**config.mk**
```make
export PLATFORM = sky130hd
export DESIGN_NAME = ysyx_22050612_ifu
export DESIGN_NICKNAME = d
export VERILOG_FILES = /design/src/rtl/ysyx_22050612_ifu_pkg.sv /design/src/rtl/ysyx_22050612_ifu_fifo.sv /design/src/rtl/ysyx_22050612_ifu.sv
export SDC_FILE = /design/constraint.sdc
export NUM_CORES = 1
export LEC_CHECK = 0
export CORE_ASPECT_RATIO = 1.75
export CORE_MARGIN = 3
export CORE_UTILIZATION = 25
export CTS_CLUSTER_DIAMETER = 120
export CTS_CLUSTER_SIZE = 20
export DETAILED_ROUTE_END_ITERATION = 10
export PLACE_DENSITY = 0.52
export SYNTH_ARGS = -nofsm -noshare
export SYNTH_HDL_FRONTEND = slang
export SYNTH_HIERARCHICAL = 1
export SYNTH_SLANG_ARGS = --single-unit
```
**constraint.sdc**
```tcl
create_clock -name clk -period 23.4 [get_ports clk]
set_clock_uncertainty 0.15 [all_clocks]
set_input_delay 4.68 -clock clk [delete_from_list [all_inputs] [get_ports clk]]
set_output_delay 4.68 -clock clk [all_outputs]
set_load 0.03 [all_outputs]
```
**src/rtl/ysyx_22050612_ifu_pkg.sv**
```systemverilog
// Shared types and constants for the instruction fetch unit.
package ysyx_22050612_ifu_pkg;

  localparam logic [63:0] RESET_PC_DEFAULT = 64'h8000_0000;
  localparam logic [31:0] NOP_INST         = 32'h0000_0013;

  typedef enum logic [1:0] {
    S_IDLE  = 2'd0,
    S_REQ   = 2'd1,
    S_WAIT  = 2'd2,
    S_FLUSH = 2'd3
  } ifu_state_e;

  typedef struct packed {
    logic [63:0] pc;
    logic [31:0] inst;
  } ifu_entry_t;

endpackage

```
**src/rtl/ysyx_22050612_ifu_fifo.sv**
```systemverilog
// Instruction buffer: power-of-two depth FIFO of {pc, inst} entries with synchronous flush.
module ysyx_22050612_ifu_fifo
  import ysyx_22050612_ifu_pkg::*;
#(
  parameter int unsigned DEPTH = 2
) (
  input  logic                     clk,
  input  logic                     rst,
  input  logic                     push,
  input  logic                     pop,
  input  logic                     flush,
  input  ifu_entry_t               push_data,
  output logic [$clog2(DEPTH):0]   count,
  output ifu_entry_t               head,
  output logic                     empty,
  output logic                     full
);

  localparam int unsigned AW = $clog2(DEPTH);

  ifu_entry_t    mem [DEPTH];
  logic [AW-1:0] rd_ptr;
  logic [AW-1:0] wr_ptr;
  logic          do_push;
  logic          do_pop;

  assign empty   = (count == '0);
  assign full    = (count == (AW+1)'(DEPTH));
  assign do_pop  = pop && !empty;
  assign do_push = push && (!full || do_pop);
  assign head    = mem[rd_ptr];

  always_ff @(posedge clk) begin
    if (rst || flush) begin
      rd_ptr <= '0;
      wr_ptr <= '0;
      count  <= '0;
    end else begin
      if (do_push) wr_ptr <= wr_ptr + AW'(1);
      if (do_pop)  rd_ptr <= rd_ptr + AW'(1);
      count <= count + (AW+1)'(do_push) - (AW+1)'(do_pop);
    end
  end

  always_ff @(posedge clk) begin
    if (!rst && !flush && do_push) mem[wr_ptr] <= push_data;
  end

endmodule

```
**src/rtl/ysyx_22050612_ifu.sv**
```systemverilog
// Instruction fetch unit: PC, single-outstanding fetch FSM, instruction buffer toward decode,
// and redirect handling with stale-response tracking.
module ysyx_22050612_ifu
  import ysyx_22050612_ifu_pkg::*;
#(
  parameter logic [63:0] RESET_PC   = RESET_PC_DEFAULT,
  parameter int unsigned FIFO_DEPTH = 2
) (
  input  logic        clk,
  input  logic        rst,
  output logic        imem_req_valid,
  input  logic        imem_req_ready,
  output logic [63:0] imem_req_addr,
  input  logic        imem_rsp_valid,
  input  logic [31:0] imem_rsp_data,
  output logic        inst_valid,
  input  logic        inst_ready,
  output logic [31:0] inst,
  output logic [63:0] inst_pc,
  input  logic        redirect_valid,
  input  logic [63:0] redirect_pc,
  output logic [63:0] fetch_pc
);

  localparam int unsigned CW = $clog2(FIFO_DEPTH) + 1;

  ifu_state_e  state;
  logic [63:0] pc;
  logic [63:0] req_pc;
  logic [CW-1:0] fifo_count;
  ifu_entry_t  fifo_head;
  ifu_entry_t  push_entry;
  logic        fifo_empty;
  logic        fifo_full;
  logic        credit_ok;
  logic        fire;
  logic        push;
  logic        pop;

  // Requests leave only from REQ, where nothing is outstanding, so the credit is the free space.
  assign credit_ok      = fifo_count < CW'(FIFO_DEPTH);
  assign imem_req_valid = (state == S_REQ) && credit_ok;
  assign imem_req_addr  = pc;
  assign fire           = imem_req_valid && imem_req_ready;
  assign push           = (state == S_WAIT) && imem_rsp_valid && !redirect_valid;
  assign pop            = inst_valid && inst_ready && !redirect_valid;
  assign push_entry     = '{pc: req_pc, inst: imem_rsp_data};

  assign inst_valid = !fifo_empty;
  assign inst       = inst_valid ? fifo_head.inst : NOP_INST;
  assign inst_pc    = inst_valid ? fifo_head.pc : '0;
  assign fetch_pc   = pc;

  ysyx_22050612_ifu_fifo #(
    .DEPTH(FIFO_DEPTH)
  ) u_fifo (
    .clk       (clk),
    .rst       (rst),
    .push      (push),
    .pop       (pop),
    .flush     (redirect_valid),
    .push_data (push_entry),
    .count     (fifo_count),
    .head      (fifo_head),
    .empty     (fifo_empty),
    .full      (fifo_full)
  );

  always_ff @(posedge clk) begin
    if (rst) begin
      state  <= S_IDLE;
      pc     <= RESET_PC;
      req_pc <= '0;
    end else if (redirect_valid) begin
      pc <= redirect_pc & ~64'h3;
      // A response landing in the redirect cycle settles the one owed response, from WAIT too.
      unique case (state)
        S_WAIT:  state <= imem_rsp_valid ? S_REQ : S_FLUSH;
        S_REQ:   state <= fire ? S_FLUSH : S_REQ;
        S_FLUSH: state <= imem_rsp_valid ? S_REQ : S_FLUSH;
        default: state <= S_REQ;
      endcase
    end else begin
      unique case (state)
        S_IDLE: state <= S_REQ;
        S_REQ: begin
          if (fire) begin
            req_pc <= pc;
            pc     <= pc + 64'd4;
            state  <= S_WAIT;
          end
        end
        S_WAIT:  if (imem_rsp_valid) state <= S_REQ;
        S_FLUSH: if (imem_rsp_valid) state <= S_REQ;
        default: state <= S_IDLE;
      endcase
    end
  end

  always_ff @(posedge clk) begin
    if (!rst) begin
      assert (!(imem_rsp_valid && !(state inside {S_WAIT, S_FLUSH})));
      assert (!(push && fifo_full && !pop));
    end
  end

endmodule
```
==> impl_metrics.toml, run 1 <==
[placed_design]
io_buffers = 321
hpwl_um = 34000
gp_congestion = 0.828
pre_cts_ws_ns = 14.39

[cts]
clkTransAtPathRegs_ns = 0.09
root_buffer = "clkbuf_16"
cts_hold_buf = 0
cts_tree = "done"
h-tree-depth = 1
clockBufferDepth = 3
cts-resized-gates = 0
clock_latency_ns = 0.55
cts_sinks = 323
numCtsBuffers = 20
cts_setup_buffers = 0

[logic_synthesis]
ys_warn_count = 6
syn_area_um2 = 14700
synthCells = 1304
avgSynthCellArea_um2 = 11.2

[sta]
min_period_over_period = 0.358
slew-limit-headroom = 0.347
worst_pin_slew_ns = 0.978
finalSetupTns_ns = 0
drv_slew = 0
fmax_ghz = 0.119
setup_viol = 0
hold_violations = 0
worst_hold_slack_ns = 0.302
setup_ws_ns = 15.03
rsz0062_at_grt = "no"
final.min_clock_period_ns = 8.37

[detailed_routing]
drc = 0
drt_iter0_markers = 599
final_antenna_net_count = 0
via_per_inst = 4.65
drt-total-wl_um = 48300
first_pass_iters = 5
detail_route.wl_per_cell_um = 20.9
vias = 10700

[floorplan]
start_util = 0.255
core_area_um2 = 57600
die_area_um2 = 61700
core.rowCount = 116
die_width_um = 189
ios = 328
die_h_um = 326

[critical_path]
critPathCaptureType = "flop"
arrival_ns = 8.40
r2r_end = "u_fifo/mem[0][89]$_DFFE_PP_"
crit_type = "in2reg"
r2r_cells = 8
cp_top_family = "buffers and inverters"
startpoint = "imem_rsp_valid"
r2r_slack_ns = 18.96
critPathMaxStageDelay_ns = 0.83
start_kind = "input pin"
crit_required_ns = 23.43
slowest_stage = "nor4bb_1"
cp_cell_sequence = "clkdlybuf4s50_1 -> nor4bb_1 -> o21ai_0 -> nor2_4 -> buf_4 -> buf_4"
crit_top_cell = "buf_4"
path_buf_inv = 3
timing.rr.start = "u_fifo/count[1]$_SDFF_PP0_"
cp_max_fo = 44

[pwr]
power_frac_clock = 0.328
swShare = 0.258
power_frac_comb = 0.106
ir_drop_uv = 42.0
seqPwrFrac = 0.566
power_per_cell_area_nw_per_um2 = 59.6
p_int_mw = 0.831
p_switching_mw = 0.289
leakage_nw = 5.99
finalPower_mw = 1.12

[flow_run]
cap_viol_max_count = 0

[grt]
track_usage = 0.150
overflow = 0
grt_pass1_wl_um = 70800
grt_pass1_vias = 11000
antenna_found_initial = 5
grt_start_max_net_pins = 78

[worst_hold_path]
hold_path_end = "u_fifo/mem[1][45]$_DFFE_PP_"
hold_class = "reg2reg"
holdPathStages = 0
hp-start = "req_pc[13]$_SDFFE_PP0P_"

[cells_and_area]
syn_to_final_growth_pct = 28.0
finalNetCount = 1629
layout-drive-gt1-share = 0.110

[outcome]
status = "finished, final reports clean"
## power by group through the flow
stage               clock network [mW]  logic, mW  registers, mW
floorplan                            0     0.0588          0.649
global placement                     0      0.119          0.646
detailed placement                   0      0.119          0.647
CTS                              0.386      0.120          0.634
global route                     0.403      0.126          0.635
finish                           0.368      0.119          0.633
## stage by stage
stage	area [um^2]	utilization	cells
global placement	18200	0.315	2270
detailed placement	18200	0.315	2270
finish	18800	0.326	2310
floorplan	14700	-	1311
CTS	18800	0.326	2306
global route	18800	0.326	2309
## per-layer routing
metal,vias to the layer above,global-route usage,part of all wire,routed length [um]
li1,5066,-,-,-
met1,5240,0.175,0.40,19300
met2,353,0.274,0.51,24900
met3,76,0.0260,0.055,2650
met4,0,0.0523,0.030,1470
met5,-,0,0,0
## cell usage in the layout, fill, tap and decap left out, types with 9 or more instances in the layout
cell and count:
a21oi_1 73, clkdlybuf4s50_1 319, nand2_1 177, nor4_1 22, nor3_1 25, nand3_1 32
and3_1 15, or3_1 9, mux2_2 96, clkbuf_1 14, a211oi_1 24, inv_1 10
dfxtp_1 130, clkbuf_16 21, buf_4 18, mux2i_1 15, edfxtp_1 192, xnor2_1 14
xor2_1 20, o21ai_0 12, nor2_1 56, nor2b_1 94, nand4_1 35
## layout make-up
type,instances,area (um^2)
fillers,5897,38800
flip-flops and latches,323,8390
multi-input cells,831,5440
repair buffers,338,3330
well taps,767,960
clock buffers,35,578
inverters,11,41.3
clock inverters,1,20.0
diodes,4,10.0
## worst max-delay path by stage
stage	to	slack [ns]	cells past startpoint
2_1_floorplan	u_fifo/mem[1][0]$_DFFE_PP_	6.60	5
3_3_place_gp	u_fifo/mem[0][78]$_DFFE_PP_	14.53	6
3_5_place_dp	u_fifo/mem[0][78]$_DFFE_PP_	14.39	6
4_1_cts	u_fifo/mem[0][83]$_DFFE_PP_	14.98	6
5_1_grt	u_fifo/mem[0][89]$_DFFE_PP_	14.66	6
6_report	u_fifo/mem[0][89]$_DFFE_PP_	15.03	6
## flip-flops by register name, indices dropped and copies added (netlist names), named ones only
| signal | count |
|---|---|
| state | 2 |
| u_fifo/count | 2 |
| u_fifo/wr_ptr | 1 |
| fetch_pc | 62 |
| u_fifo/mem | 192 |
| u_fifo/rd_ptr | 1 |
| req_pc | 62 |
## worst reg2reg max path: stages (launching register included)
cell	delay (ns)
dfxtp_1	0.59
nor2_4	0.23
buf_4	0.46
inv_1	0.18
and3_1	0.27
o21ai_0	0.28
nor2_4	0.57
buf_4	0.63
buf_4	0.67
No activity file was read; power rests on OpenSTA's default activity.
==> run 2, diff against run 1 <==
Clock period 23.4 ns to 8.2 ns, I/O delays scaled along.
==> run 2 against run 1 <==
Against the previous run:
- clock power increased to 2.8 times the previous value
- flip-flop and latch count unchanged
- total power increased to 2.8 times the previous value
- critical path type is now reg2out
==> impl_metrics.toml, run 2 (synthesis gave the netlist of run 1 again) <==
[outcome]
status = "finished, final reports clean"

[grt]
antenna_found_initial = 1
met1_usage = 0.181
grt_pass1_wl_um = 69400
grt_pass1_vias = 10800
grtUsageMet3 = 0.0195
overflow = 0
track_usage = 0.145
grt_use_met2 = 0.257
grt.busiest_layer = "met2"
grt_start_max_net_pins = 97

[pwr]
finalPower_mw = 3.18
leakage_nw = 5.98
power_per_cell_area_nw_per_um2 = 169
ir_drop_uv = 124

[cts]
cts_setup_buffers = 0
clockBufferDepth = 3
clkTransAtPathRegs_ns = 0.09
cts-resized-gates = 0
numCtsBuffers = 20
root_buffer = "clkbuf_16"
cts_sinks = 323
h-tree-depth = 1
cts_hold_buf = 0
cts_tree = "done"
clock_latency_ns = 0.55

[cells_and_area]
final_cell_mix = "clkdlybuf4s50_1, edfxtp_1, nand2_1"
layout-drive-gt1-share = 0.110
final_common_cell = "clkdlybuf4s50_1"
antenna_cells = 0
final_area_um2 = 18800
regMostFlops = "u_fifo/mem"
finalCoreUtilization = 0.326
syn_to_final_growth_pct = 28.0
finalNetCount = 1629
largest_register_ffs = 192

[floorplan]
core_area_um2 = 57600
die_h_um = 326
die_width_um = 189
ios = 328
start_util = 0.255
die_area_um2 = 61700
core.rowCount = 116

[flow_run]
cap_viol_max_count = 0

[critical_path]
start_kind = "flop"
crit_type = "reg2out"
r2r_end = "u_fifo/mem[0][4]$_DFFE_PP_"
critPathCaptureType = "output port"
arrival_ns = 3.42
crit_required_ns = 6.41
slowest_stage = "dfxtp_4"
cp_cell_sequence = "buf_4 -> mux2_2 -> nor2b_1 -> clkdlybuf4s50_1"
timing.rr.start = "u_fifo/count[1]$_SDFF_PP0_"
path_buf_inv = 2
cp_top_family = "buffers and inverters"
critPathMaxStageDelay_ns = 0.97
cp_max_fo = 61
r2r_cells = 7
crit_cells = 4
r2r_slack_ns = 3.91

[placed_design]
post_dp_cell_area_um2 = 18200
gp_congestion = 0.864
io_buffers = 321
hpwl_um = 32800

[detailed_routing]
drt_iter0_markers = 616
first_pass_iters = 6
via_per_inst = 4.60
drt-total-wl_um = 46700
vias = 10600
final_antenna_net_count = 0
drc = 0
detail_route.wl_per_cell_um = 20.2

[worst_hold_path]
hold_path_end = "u_fifo/mem[0][69]$_DFFE_PP_"
hp-start = "req_pc[37]$_SDFFE_PP0P_"
hold_class = "reg2reg"
holdPathStages = 0

[sta]
final.min_clock_period_ns = 5.21
finalSetupTns_ns = 0
hold_violations = 0
drv_slew = 0
worst_pin_slew_ns = 1.08
rsz0062_at_grt = "no"
fmax_ghz = 0.192
min_period_over_period = 0.635
setup_viol = 0
slew-limit-headroom = 0.273
run 2: changes by cell type in the layout (fill, tap and decap cells not counted):
cell	before	now
nor4b_4	0	1
clkinv_8	0	1
nor4b_2	2	1
clkbuf_16	21	20
diode_2	4	0
nand2_2	0	1
nand2_4	1	0
buf_12	0	1
buf_4	18	17
run 2: area by class of cell:
cell class	count	area [um^2]
Clock inverter	2	36.3
Timing Repair Buffer	338	3350
Inverter	11	41.3
Multi-Input combinational cell	831	5450
Fill cell	5876	38800
Sequential cell	323	8390
Tap cell	767	960
Clock buffer	34	553
run 2: power by group:
group	internal [mW]	total [mW]	switching [mW]
logic	0.147	0.338	0.191
clock network	0.473	1.04	0.565
registers	1.74	1.81	0.0701
run 2: how the worst max path moves through the flow:
stage | startpoint | end | slack [ns]
after floorplan | redirect_valid | u_fifo/mem[0][0]$_DFFE_PP_ | 0.41
after global placement | imem_rsp_valid | u_fifo/mem[0][25]$_DFFE_PP_ | 2.74
after detailed placement | imem_rsp_valid | u_fifo/mem[0][22]$_DFFE_PP_ | 2.54
after CTS | flop | inst_pc[22] | 2.84
after global routing | imem_rsp_valid | u_fifo/mem[0][6]$_DFFE_PP_ | 2.76
final | flop | inst_pc[22] | 2.99
run 2: per-stage QoR:
step	setup WS, ns	instances	hold slack [ns]
after floorplan	0.409	1311	0.275
final	2.99	2306	0.303
after CTS	2.84	2306	0.294
after global routing	2.76	2306	0.315
after detailed placement	2.54	2270	0.287
after global placement	2.74	2270	0.282
run 2: metal layers:
layer	share of wire	wire [um]
met1	0.42	19700
met5	0	0
met4	0.032	1520
met2	0.50	23300
met3	0.046	2140
==> run 3, diff against run 2 <==
Settings changed: PLACE_DENSITY 0.52 to 0.54.
Clock period 8.2 ns to 4.3 ns, I/O delays scaled along.
==> run 3 against run 2 <==
Against the previous run:
- total power increased by 91%
- worst setup slack got worse by 2.5 ns
- core utilization rose by 0.34 points
- highest routed layer is now met5
- wire length up 1.4%
- combinational power is 98% higher
- flip-flop and latch count unchanged
- sequential power grew 90%
- sequential share of layout area down 0.47 points
- critical path depth unchanged
- first-iteration DRC count down 4.1%
- cell count is 1.0% higher
==> impl_metrics.toml, run 3 (synthesis gave the netlist of run 1 again) <==
[outcome]
status = "finished, final reports clean"

[grt]
antenna_found_initial = 7
overflow = 0
grt_pass1_vias = 10900
track_usage = 0.148
grt_start_max_net_pins = 67
grt_pass1_wl_um = 70300

[detailed_routing]
final_antenna_net_count = 0
drt-total-wl_um = 47300
vias = 10800
drt_iter0_markers = 591
via_per_inst = 4.64
detail_route.wl_per_cell_um = 20.3
first_pass_iters = 7
drc = 0

[cts]
cts_setup_buffers = 1
clock_latency_ns = 0.55
cts_hold_buf = 0
clkTransAtPathRegs_ns = 0.09
clockBufferDepth = 3
numCtsBuffers = 20
cts_sinks = 323
h-tree-depth = 1
cts-resized-gates = 0
cts_tree = "done"
root_buffer = "clkbuf_16"

[cells_and_area]
layout.cells.non_filler = 2329
final_cell_mix = "clkdlybuf4s50_1, edfxtp_1, nand2_1"
finalNetCount = 1646
final_common_cell = "clkdlybuf4s50_1"
finalCoreUtilization = 0.329
syn_to_final_growth_pct = 29.3
largest_register_ffs = 192
regMostFlops = "u_fifo/mem"
layout-drive-gt1-share = 0.121

[sta]
finalSetupTns_ns = 0
setup_viol = 0
slew-limit-headroom = 0.420
min_period_over_period = 0.889
fmax_ghz = 0.261
final.min_clock_period_ns = 3.82
drv_slew = 0
hold_violations = 0
rsz0062_at_grt = "no"
worst_hold_slack_ns = 0.305
worst_pin_slew_ns = 0.869
setup_ws_ns = 0.476

[critical_path]
arrival_ns = 2.81
crit_required_ns = 3.29
start_kind = "flop"
cp_max_fo = 32
r2r_slack_ns = 1.13
critPathCaptureType = "output port"
crit_type = "reg2out"
timing.rr.start = "u_fifo/count[1]$_SDFF_PP0_"

[floorplan]
core_area_um2 = 57600
ios = 328
die_area_um2 = 61700
die_h_um = 326
start_util = 0.255
die_width_um = 189
core.rowCount = 116

[placed_design]
io_buffers = 321
hpwl_um = 33500
place_inst = 2285
pre_cts_ws_ns = 0.321
gp_congestion = 0.804

[pwr]
power_per_cell_area_nw_per_um2 = 320
ir_drop_uv = 232
leakage_nw = 6.08

[worst_hold_path]
hp-start = "req_pc[55]$_SDFFE_PP0P_"
hold_class = "reg2reg"

[flow_run]
cap_viol_max_count = 0
run 3: through the flow:
step | area [um^2] | power (mW)
2_1_floorplan | 14800 | 3.86
6_report | 19000 | 6.07
3_5_place_dp | 18400 | 4.18
4_1_cts | 19000 | 6.18
3_3_place_gp | 18400 | 4.17
5_1_grt | 19000 | 6.33
run 3: worst paths after layout:
path / to / cells after the start
worst max-delay path: inst[4] / 4
worst min-delay path: u_fifo/mem[0][87]$_DFFE_PP_ / 0
worst max register to register: u_fifo/mem[1][25]$_DFFE_PP_ / 7
worst min register to register: u_fifo/mem[0][87]$_DFFE_PP_ / 0
run 3: per-layer routing:
layer / vias up / global-route usage / part of all wire
met4: 4 / 0.0450 / 0.021
li1: 5120 / - / -
met3: 60 / 0.0239 / 0.053
met2: 328 / 0.274 / 0.53
met5: - / 0 / 0.00057
met1: 5287 / 0.174 / 0.39
run 3: layout make-up:
type,count,area (um^2)
sequential,323,8390
inverter,11,41.3
timing repair buffer,354,3500
multi-input combinational,832,5470
antenna,6,15.0
tap,767,960
clock buffer,34,553
clock inverter,2,36.3
fill,5819,38600
run 3: critical path, cell delays in order, from the launching register on:
cell and delay (ns):
dfxtp_4 0.72, buf_12 0.29, mux2_2 0.37, or2_2 0.28
clkdlybuf4s50_1 0.60
run 3: power by group:
part	switching, mW	internal (mW)
clock	1.07	0.901
sequential	0.123	3.31
combinational	0.380	0.288
